--- src/rtl/load_store_unit_pkg.sv ---
// Shared definitions for the load/store unit.
// Contents:
//   OPCODE_WIDTH / FUNCT3_WIDTH  field widths of the instruction opcode and funct3
//   OPCODE_LOAD / OPCODE_STORE   RV32I major opcodes for loads and stores
//   FUNCT3_*                     width/sign selectors for each access type
//   lsu_state_e                  FSM state encoding (IDLE, ACCESS, RESP)
//   isLegal()                    true when an opcode/funct3 pair is a supported access
package load_store_unit_pkg;

  localparam int OPCODE_WIDTH = 7;
  localparam int FUNCT3_WIDTH = 3;

  localparam logic [OPCODE_WIDTH-1:0] OPCODE_LOAD  = 7'b0000011;
  localparam logic [OPCODE_WIDTH-1:0] OPCODE_STORE = 7'b0100011;

  localparam logic [FUNCT3_WIDTH-1:0] FUNCT3_LB  = 3'b000;
  localparam logic [FUNCT3_WIDTH-1:0] FUNCT3_LH  = 3'b001;
  localparam logic [FUNCT3_WIDTH-1:0] FUNCT3_LW  = 3'b010;
  localparam logic [FUNCT3_WIDTH-1:0] FUNCT3_LBU = 3'b100;
  localparam logic [FUNCT3_WIDTH-1:0] FUNCT3_LHU = 3'b101;
  localparam logic [FUNCT3_WIDTH-1:0] FUNCT3_SB  = 3'b000;
  localparam logic [FUNCT3_WIDTH-1:0] FUNCT3_SH  = 3'b001;
  localparam logic [FUNCT3_WIDTH-1:0] FUNCT3_SW  = 3'b010;

  typedef enum logic [1:0] {
    ST_IDLE   = 2'd0,
    ST_ACCESS = 2'd1,
    ST_RESP   = 2'd2
  } lsu_state_e;

  // Stores have no unsigned variants, so only loads accept funct3 = 100/101.
  function automatic logic isLegal(input logic [OPCODE_WIDTH-1:0] opcode,
                                   input logic [FUNCT3_WIDTH-1:0] funct3);
    case (opcode)
      OPCODE_LOAD:  isLegal = funct3 inside {FUNCT3_LB, FUNCT3_LH, FUNCT3_LW,
                                             FUNCT3_LBU, FUNCT3_LHU};
      OPCODE_STORE: isLegal = funct3 inside {FUNCT3_SB, FUNCT3_SH, FUNCT3_SW};
      default:      isLegal = 1'b0;
    endcase
  endfunction

endpackage

--- src/rtl/lsu_lane_align.sv ---
// Combinational lane steering for the load/store unit.
// Ports:
//   i_size        access size, funct3[1:0] (00 byte, 01 half, 10 word)
//   i_off         byte offset inside the word, addr[1:0]
//   i_wdata       right-justified store data
//   i_rdata       raw little-endian load word from memory
//   o_be          byte enables for a store of this size/offset
//   o_wdata       store data replicated across every lane
//   o_rdata       load data with the addressed field moved to the top, rest zero
//   o_misaligned  size/offset combination cannot be done in one access
// Sign extension is left to the downstream decoder, so funct3[2] is not needed.
module lsu_lane_align (
  input  logic [1:0]  i_size,
  input  logic [1:0]  i_off,
  input  logic [31:0] i_wdata,
  input  logic [31:0] i_rdata,
  output logic [3:0]  o_be,
  output logic [31:0] o_wdata,
  output logic [31:0] o_rdata,
  output logic        o_misaligned
);

  // Replicating store data means whichever lanes o_be selects already hold
  // the right bytes, so no barrel shifter is needed on the write side.
  // Load data keeps only the addressed byte/halfword, parked at the top.
  always_comb begin
    o_be         = 4'b0000;
    o_wdata      = 32'h0;
    o_rdata      = 32'h0;
    o_misaligned = 1'b0;
    case (i_size)
      2'b00: begin
        o_be    = 4'b0001 << i_off;
        o_wdata = {4{i_wdata[7:0]}};
        case (i_off)
          2'd0:    o_rdata = {i_rdata[7:0],   24'h0};
          2'd1:    o_rdata = {i_rdata[15:8],  24'h0};
          2'd2:    o_rdata = {i_rdata[23:16], 24'h0};
          default: o_rdata = {i_rdata[31:24], 24'h0};
        endcase
      end
      2'b01: begin
        o_be         = 4'b0011 << i_off;
        o_wdata      = {2{i_wdata[15:0]}};
        o_misaligned = i_off[0];
        o_rdata      = i_off[1] ? {i_rdata[31:16], 16'h0} : {i_rdata[15:0], 16'h0};
      end
      2'b10: begin
        o_be         = 4'b1111;
        o_wdata      = i_wdata;
        o_misaligned = |i_off;
        o_rdata      = i_rdata;
      end
      default: begin
        o_misaligned = 1'b1;
      end
    endcase
  end

endmodule

--- src/rtl/load_store_unit.sv ---
// Load/store front end between execute and data memory.
// Ports:
//   clk, rst_n                     clock and synchronous active-low reset
//   req_valid/req_ready            one request at a time from execute
//   req_opcode/funct3/addr/wdata   request fields, latched on accept
//   mem_req/we/be/addr/wdata       word-wide req/ack bus, held until mem_ack
//   mem_ack/mem_rdata              completion and load word from memory
//   resp_valid/resp_ready          response handshake to the data-memory decoder
//   resp_data/opcode/funct3/err    lane-aligned load data, echoed fields, error
// Errors (illegal op, misaligned, timeout) return resp_err=1 with zero data.
module load_store_unit
  import load_store_unit_pkg::*;
#(
  parameter int N       = 32,
  parameter int ADDR_W  = 32,
  parameter int TIMEOUT = 255
) (
  input  logic                    clk,
  input  logic                    rst_n,
  input  logic                    req_valid,
  output logic                    req_ready,
  input  logic [OPCODE_WIDTH-1:0] req_opcode,
  input  logic [FUNCT3_WIDTH-1:0] req_funct3,
  input  logic [ADDR_W-1:0]       req_addr,
  input  logic [N-1:0]            req_wdata,
  output logic                    mem_req,
  output logic                    mem_we,
  output logic [3:0]              mem_be,
  output logic [ADDR_W-1:0]       mem_addr,
  output logic [N-1:0]            mem_wdata,
  input  logic                    mem_ack,
  input  logic [N-1:0]            mem_rdata,
  output logic                    resp_valid,
  input  logic                    resp_ready,
  output logic [N-1:0]            resp_data,
  output logic [OPCODE_WIDTH-1:0] resp_opcode,
  output logic [FUNCT3_WIDTH-1:0] resp_funct3,
  output logic                    resp_err
);

  localparam int              CNT_W    = $clog2(TIMEOUT + 1);
  localparam logic [CNT_W-1:0] CNT_LAST = CNT_W'(TIMEOUT - 1);

  lsu_state_e              r_state;
  lsu_state_e              w_nextState;
  logic [OPCODE_WIDTH-1:0] r_opcode;
  logic [FUNCT3_WIDTH-1:0] r_funct3;
  logic [ADDR_W-1:0]       r_addr;
  logic                    r_memWe;
  logic [3:0]              r_memBe;
  logic [N-1:0]            r_memWdata;
  logic [N-1:0]            r_respData;
  logic                    r_respErr;
  logic [CNT_W-1:0]        r_count;

  logic                    w_isStore;
  logic                    w_good;
  logic [1:0]              w_alSize;
  logic [1:0]              w_alOff;
  logic [3:0]              w_alBe;
  logic [31:0]             w_alWdata;
  logic [31:0]             w_alRdata;
  logic                    w_misaligned;

  // In IDLE the aligner looks at the incoming request to build the store
  // lanes and misalignment flag; afterwards it looks at the latched request
  // so the load word returned on ack is steered by the original offset.
  assign w_alSize = (r_state == ST_IDLE) ? req_funct3[1:0] : r_funct3[1:0];
  assign w_alOff  = (r_state == ST_IDLE) ? req_addr[1:0]   : r_addr[1:0];

  lsu_lane_align u_align (
    .i_size       (w_alSize),
    .i_off        (w_alOff),
    .i_wdata      (req_wdata),
    .i_rdata      (mem_rdata),
    .o_be         (w_alBe),
    .o_wdata      (w_alWdata),
    .o_rdata      (w_alRdata),
    .o_misaligned (w_misaligned)
  );

  assign w_isStore = (req_opcode == OPCODE_STORE);
  assign w_good    = isLegal(req_opcode, req_funct3) && !w_misaligned;

  // State register.
  always_ff @(posedge clk) begin
    if (!rst_n) begin
      r_state <= ST_IDLE;
    end else begin
      r_state <= w_nextState;
    end
  end

  // Next-state logic. Bad requests skip the bus entirely; in ACCESS an ack
  // takes priority over the timeout so an ack in the last cycle still counts.
  always_comb begin
    w_nextState = r_state;
    case (r_state)
      ST_IDLE: begin
        if (req_valid) begin
          w_nextState = w_good ? ST_ACCESS : ST_RESP;
        end
      end
      ST_ACCESS: begin
        if (mem_ack || (r_count == CNT_LAST)) begin
          w_nextState = ST_RESP;
        end
      end
      ST_RESP: begin
        if (resp_ready) begin
          w_nextState = ST_IDLE;
        end
      end
      default: w_nextState = ST_IDLE;
    endcase
  end

  // Request latch, bus fields, timeout counter and response registers.
  // Everything the outside world sees is held here so that nothing on the
  // response side depends combinationally on mem_ack.
  always_ff @(posedge clk) begin
    if (!rst_n) begin
      r_opcode   <= '0;
      r_funct3   <= '0;
      r_addr     <= '0;
      r_memWe    <= 1'b0;
      r_memBe    <= 4'b0000;
      r_memWdata <= '0;
      r_respData <= '0;
      r_respErr  <= 1'b0;
      r_count    <= '0;
    end else begin
      case (r_state)
        ST_IDLE: begin
          if (req_valid) begin
            r_opcode   <= req_opcode;
            r_funct3   <= req_funct3;
            r_addr     <= req_addr;
            r_memWe    <= w_isStore && w_good;
            r_memBe    <= (w_isStore && w_good) ? w_alBe : 4'b0000;
            r_memWdata <= (w_isStore && w_good) ? w_alWdata : '0;
            r_respData <= '0;
            r_respErr  <= !w_good;
            r_count    <= '0;
          end
        end
        ST_ACCESS: begin
          if (mem_ack) begin
            r_respData <= r_memWe ? '0 : w_alRdata;
            r_respErr  <= 1'b0;
          end else if (r_count == CNT_LAST) begin
            r_respErr  <= 1'b1;
          end else begin
            r_count    <= r_count + 1'b1;
          end
        end
        default: begin
        end
      endcase
    end
  end

  assign req_ready   = (r_state == ST_IDLE);
  assign mem_req     = (r_state == ST_ACCESS);
  assign resp_valid  = (r_state == ST_RESP);
  assign mem_we      = r_memWe;
  assign mem_be      = r_memBe;
  assign mem_addr    = {r_addr[ADDR_W-1:2], 2'b00};
  assign mem_wdata   = r_memWdata;
  assign resp_data   = r_respData;
  assign resp_opcode = r_opcode;
  assign resp_funct3 = r_funct3;
  assign resp_err    = r_respErr;

endmodule

--- config.mk ---
export PLATFORM = sky130hd
export DESIGN_NAME = load_store_unit
export DESIGN_NICKNAME = d
export VERILOG_FILES = /design/src/rtl/load_store_unit_pkg.sv /design/src/rtl/lsu_lane_align.sv /design/src/rtl/load_store_unit.sv
export SDC_FILE = /design/constraint.sdc
export NUM_CORES = 1
export LEC_CHECK = 0
export BUFFER_PORTS_ARGS = -buffer_cell sky130_fd_sc_hd__buf_2
export CAP_MARGIN = 20
export CORE_MARGIN = 4
export CORE_UTILIZATION = 45
export CTS_CLUSTER_DIAMETER = 60
export DETAILED_ROUTE_END_ITERATION = 8
export PLACE_DENSITY = 0.78
export SETUP_SLACK_MARGIN = 0.15
export SLEW_MARGIN = 20
export SYNTH_ARGS = -nofsm -noshare
export SYNTH_HDL_FRONTEND = slang
export SYNTH_HIERARCHICAL = 1
export SYNTH_SLANG_ARGS = --single-unit
--- constraint.sdc ---
create_clock -name clk -period 2.7 [get_ports clk]
set_input_delay 0 -clock clk [delete_from_list [all_inputs] [get_ports clk]]
set_output_delay 0 -clock clk [all_outputs]
set_load 0.05 [all_outputs]
# Word level (Yosys, flattened, before mapping)
# Cells that the tools add are included.
dict set report word_totals {
  reg_bits 122
  inputBits 111
  out_inout_bits 115
  elab_cells 79
}
dict set report classes {
  add_sub_neg 1
  eq_ne 20
  shifts 2
  n_mux 28
  n_reduce_logical 18
}
# cell count
set ops {}
lappend ops {{one-hot mux 32 bit (3 select lines)} 3}
lappend ops {{2-to-1 mux 32 bit} 5}
lappend ops {{one-hot mux 32 bit (2 select lines)} 1}
lappend ops {{2-to-1 mux 8 bit} 3}
lappend ops {{one-hot mux 8 bit (2 select lines)} 1}
lappend ops {{2-to-1 mux 2 bit} 6}
lappend ops {{one-hot mux 4 bit (3 select lines)} 1}
lappend ops {{AND reduction 3 bit} 3}
lappend ops {{adder 8 x 1 -> 8 bit (second input constant)} 1}
lappend ops {{== test 8 bit (second input constant)} 1}
lappend ops {{== test 7 x 2 -> 1 bit (second input constant)} 1}
lappend ops {{== test 7 x 6 -> 1 bit (second input constant)} 1}
lappend ops {{== test 2 x 1 -> 1 bit (second input constant)} 3}
lappend ops {{== test 2 bit (second input constant)} 3}
lappend ops {{== test 3 bit (second input constant)} 2}
lappend ops {{zero test 2 bit} 3}
lappend ops {{!= test 2 x 1 -> 1 bit (second input constant)} 3}
lappend ops {{!= test 2 bit (second input constant)} 3}
lappend ops {{one-hot mux 2 bit (3 select lines)} 1}
lappend ops {{nonzero test 5 bit} 1}
lappend ops {{2-to-1 mux 4 bit} 1}
lappend ops {{one-hot mux 1 bit (2 select lines)} 2}
lappend ops {{AND reduction 4 bit} 1}
lappend ops {{<< shifter 1 x 2 -> 4 bit (first input constant)} 1}
lappend ops {{other kinds (14)} 18}

# Longest topological paths before layout
dict set report depth {
  depth_word 9
  depth_mapped 13
  depth_no_buf 7
}

# Hierarchy
# The synthesis kept the hierarchy.
# mod instances cells_each area_per_inst_um2 seq_area_each_um2
set by_module_without_submodules {}
lappend by_module_without_submodules {load_store_unit 1 528 4859.7 2442.3}
lappend by_module_without_submodules {lsu_lane_align 1 192 1154.9 0.0}

# Worst setup path before layout
# Ideal clock, no wire load.
dict set report synth_path {
  kind {flip-flop to flip-flop}
  from {reg r_state[0]}
  to {reg r_memWdata[1], in the netlist mem_wdata[1]}
  setup_ns 0.060
  arrival_time_ns 3.058
  required_ns 2.640
  path_slack_ns -0.418
  stages_incl_launch_ff 14
  path_buffers 6
  period_less_slack_ns 3.118
  cell_sequence {dfxtp_1 buf_2 nor2_1 mux2_2 buf_6 buf_2 buf_4 a21oi_1 nor2_1 nor2_1 and3_1 buf_6 buf_6 a22o_1}
}
dict set report synth_via {
  elab_chain_cells 8
  elab_cells_between_ends 14
  cone_classes {2 x eq/ne; 5 x mux; 7 x reduce/logical}
}
# element line
set synth_lines {}
lappend synth_lines {{from (decl)} load_store_unit.sv:44} ;# lsu_state_e r_state;
lappend synth_lines {{from (signal assigned)} load_store_unit.sv:90} ;# r_state <= w_nextState;
lappend synth_lines {{zero test 2 bit (*)} --}
lappend synth_lines {{net req_ready} load_store_unit.sv:21} ;# output logic req_ready,
lappend synth_lines {{2-to-1 mux 2 bit (*)} load_store_unit.sv:68} ;# assign w_alSize = (r_state == ST_IDLE) ? req_funct3[1:0] : r_funct3[1:0];
lappend synth_lines {{net w_alSize[0]} load_store_unit.sv:58} ;# logic [1:0] w_alSize;
lappend synth_lines {{== test 2 bit, or another cell as far along} lsu_lane_align.sv:31} ;# case (i_size)
lappend synth_lines {{one-hot mux 1 bit (3 select lines) (*)} lsu_lane_align.sv:31}
lappend synth_lines {{net w_misaligned} load_store_unit.sv:63} ;# logic w_misaligned;
lappend synth_lines {{zero test 1 bit (*)} load_store_unit.sv:83} ;# assign w_good = isLegal(req_opcode, req_funct3) && !w_misaligned;
lappend synth_lines {{logical AND 1 bit (*)} load_store_unit.sv:83}
lappend synth_lines {{logical AND 1 bit (*)} load_store_unit.sv:141} ;# r_memWdata <= (w_isStore && w_good) ? w_alWdata : '0;
lappend synth_lines {{2-to-1 mux 32 bit (*)} load_store_unit.sv:141}
lappend synth_lines {{to (signal assigned)} load_store_unit.sv:141}
lappend synth_lines {{to (decl)} load_store_unit.sv:51} ;# logic [N-1:0] r_memWdata;
# The timed path passes the listed nets; every way through them passes the cells marked *.
# A chain may end at the register's enable or synchronous reset.

# Worst setup path in the final report
dict set report layout_path {
  from {reg r_state[0]}
  to {reg r_memWdata[10], in the netlist mem_wdata[10]}
}
dict set report layout_via {
  elab_chain_cells 8
  elab_cells_between_ends 14
  cone_classes {2 x eq/ne; 5 x mux; 7 x reduce/logical}
}
# element line
set layout_lines {}
lappend layout_lines {{zero test 2 bit} load_store_unit.sv:69} ;# assign w_alOff = (r_state == ST_IDLE) ? req_addr[1:0] : r_addr[1:0];
lappend layout_lines {{2-to-1 mux 2 bit} load_store_unit.sv:69}
lappend layout_lines {{net w_alOff[1]} load_store_unit.sv:59} ;# logic [1:0] w_alOff;
lappend layout_lines {{OR reduction 2 bit} lsu_lane_align.sv:51} ;# o_misaligned = |i_off;
lappend layout_lines {{one-hot mux 1 bit (3 select lines)} lsu_lane_align.sv:31}
lappend layout_lines {{net w_misaligned} load_store_unit.sv:63}
lappend layout_lines {{zero test 1 bit} load_store_unit.sv:83}
lappend layout_lines {{logical AND 1 bit} load_store_unit.sv:83}
lappend layout_lines {{logical AND 1 bit} load_store_unit.sv:141}
lappend layout_lines {{2-to-1 mux 32 bit} load_store_unit.sv:141}
# The timed path passes the listed nets, and every way through them passes these cells.

==> run metrics <==
Post-synth EDFFs 0; Sw Ratio 26.9%; Max Clk Rate 444 MHz; Avg Cell Area, Syn 8.35 sq um; CTS sink cnt 122; Hold Crit Start mem_rdata[10]; post-route ant nets 0; unrepaired setup endpoints after global routing no; placer's final routability congestion estimate 0.806; Critical Path RT 3.05 ns; final hold vios 0; Crit path arrival time 2.61 ns; Initial Util 46.7%; Mapped Area 6010 sq um; final setup violating endpoints 0; Die X 124 um; worst hold stages 4; Placement Cell Area 6930 sq um; power share of the clock group 45.5%; critical path fanouts, max 37; HP Class primary input to flop; area of the core 12,900 sq um; Seq/Total Area, Yosys 40.6%; Clock Tree Buf Depth 2; Clock Latency Late Sink 0.41 ns; WL per Instance 16.0 um; Async SR Flop Fraction 0%; Critical Path Source Type flop; Main synth FF type dfxtp_1; initial antenna violation count 0; clk_skew 0.00437 ns; nature of the critical path endpoint flop; area growth from synthesis to layout 40.5%; Post-CTS Setup Repair Bufs 0; 1st-iter DRT viols 515; final setup TNS 0 ns; total global-route track usage 24.1%; placement row count 41; design area 8450 sq um; # IOs 226; worst hold endpoint resp_data[10]; Syn Inst Count 720; gr ovfl total 0; synthesized flop and latch total 122; share of layout cells above drive strength 1 28.5%; number of nets in the layout 1,090; Post-route DRC 0; FF-to-FF path depth 8; cts repair resizes 0; Via density 5.23; vias in the first global route 5,921; Least-Margin Pin Slew 0.666 ns; Power Density 590 nW/um^2; vias 6,069; DPL Wire Length 11.4 mm; Reg clk slew, reported paths 0.06 ns; Reg-to-Reg End mem_wdata[10]; Reg2Reg Launch Point r_state[0]; WL final 18.5 mm; CTS tree done; largest net degree at the start of global routing 75; sequential share of power 37.4%; Yosys cell types 51; maximum vdd ir drop 0.520 mV; Final Cycle Share 83.5%; Lkg Pwr 3.93 nW; Max H-tree Level 4; die footprint 15,300 sq um; Max Cap Violations 0; status complete, no violations; Comb pwr share 17.1%; root buffer cell clkbuf_16; Syn. warnings 6; die height 124 um; TritonCTS buffer count 17; first-pass GRT wire length 29.4 mm; port bufs 223; DRT Pass-1 Iters 5; cell-internal power 3.65 mW; Slew Limit Fails 0; Slew headroom 55.6%; n_diodes 0; Switch Pwr 1.34 mW; CP Class flop to flop; flop2flop setup slack 0.45 ns; crit path time final 2.25 ns
## power groups by stage
stage | clock [mW] | combinational [mW] | sequential, mW
3_5_place_dp | 0 | 0.731 | 1.90
2_1_floorplan | 0 | 0.539 | 1.93
6_report | 2.27 | 0.855 | 1.86
5_1_grt | 2.38 | 0.924 | 1.87
4_1_cts | 2.30 | 0.841 | 1.86
3_3_place_gp | 0 | 0.726 | 1.90
## layout make-up
type / count / area (sq um)
timing repair buffer: 328 / 2160
fill: 1016 / 4420
clock inverter: 12 / 151
sequential: 122 / 2440
inverter: 16 / 60.1
tap: 172 / 215
clock buffer: 18 / 439
multi-input combinational: 492 / 2980
## routing by layer
metal / track usage (%) / share of wire, %
met3: 6.22 / 7.5
met2: 40.6 / 49
met1: 29.1 / 40
met4: 10.2 / 3.1
met5: 0 / 0
## cell usage after synthesis, drive strengths merged, types with 5 or more instances
cell | number | area share (%)
a22o | 36 | 5.2
a21boi | 75 | 9.4
nand2 | 155 | 9.7
clkbuf | 32 | 2.0
nor3 | 5 | 0.67
and2 | 17 | 1.8
mux2 | 12 | 2.2
dfxtp | 122 | 41
nand3 | 38 | 3.2
inv | 16 | 1.0
mux2i | 11 | 1.8
a21oi | 12 | 1.0
a21o | 18 | 2.2
a32o | 7 | 1.2
nor2 | 27 | 2.0
o21bai | 7 | 0.87
buf | 59 | 7.3
nor2b | 6 | 0.62
o21ai | 29 | 2.5
## cell usage in the layout (no fill, tap or decap), types with 3 or more instances in the layout
master         netlist  routed
dfxtp_1            122     122
o21ai_0              8       8
clkinv_2             0       3
o21ai_1             20      20
nand3_1             38      38
nand2b_1             3       3
clkbuf_16            0      17
inv_1               16      16
a32o_1               7       7
buf_2               12     223
clkinvlp_4           0       5
nand4_1              3       3
nor3_2               3       3
buf_4               38      10
and3_1               3       3
bufinv_16            0       3
a21boi_0            71      71
nor2b_1              6       5
o21bai_1             7       7
o21a_1               4       4
dlygate4sd3_1        0      93
nor2_1              26      24
a22o_1              36      36
nand2_1            155     155
mux2i_1             11      11
a21oi_1             12      12
mux2_1               7       7
and2_1              17      17
a21boi_1             4       4
a21o_1              18      18
mux2_2               5       3
## per-stage QoR
step                      worst slack (ns)  utilization (%)  instances  power (mW)  hold slack, ns
after floorplan                      0.154                -        721        2.47           0.145
after global placement               0.525             53.8       1037        2.63           0.251
after detailed placement             0.463             53.8       1037        2.63           0.259
after CTS                            0.444             65.6       1160        5.00         0.00139
after global routing                 0.223             65.6       1160        5.17          0.0159
final                                0.445             65.6       1160        4.99         0.00763
## kinds of logic after synthesis
kind of cell / after synthesis / synth area share (%)
DFF: 122 / 40.6
AOI/OAI and AO/OA: 193 / 23.6
muxes: 23 / 4.08
buffers and inverters: 107 / 10.3
adders and majority gates: 2 / 0.416
other: 1 / 0.0623
xor gates and xnor gates: 1 / 0.146
and+or+nand+nor: 271 / 20.8
## worst max-delay path: stages, from the launching register on
cell and delay (ns):
dfxtp_1 0.54, nor2_4 0.11, mux2_4 0.46, nor3_1 0.21, nor2_1 0.07, nor2_1 0.18
and3_1 0.24, buf_12 0.20, a22o_1 0.16
## repair_timing
| item | CTS | global route |
|---|---|---|
| hold buffers | 93 | 0 |
| endpoints found under the setup margin | 0 | 0 |
| hold endpoints to repair | 90 | 0 |
## worst max-delay path by stage
stage | to | start | slack (ns) | cells past startpoint
2_1_floorplan | mem_wdata[1] | r_state[0] | 0.15 | 13
3_3_place_gp | mem_wdata[29] | r_state[0] | 0.52 | 8
3_5_place_dp | mem_wdata[1] | r_state[0] | 0.46 | 8
4_1_cts | mem_wdata[1] | r_state[0] | 0.44 | 8
5_1_grt | mem_wdata[1] | r_state[0] | 0.22 | 8
6_report | mem_wdata[10] | r_state[0] | 0.45 | 8
## sequential cells by signal (all words and copies together), names as in the netlist
| name | count |
|---|---|
| resp_funct3 | 3 |
| resp_opcode | 7 |
| resp_data | 32 |
| mem_wdata | 32 |
| r_count | 8 |
| r_addr | 32 |
| r_state | 2 |
| resp_err | 1 |
| mem_we | 1 |
| mem_be | 4 |
(Power assumes the default switching activity.)
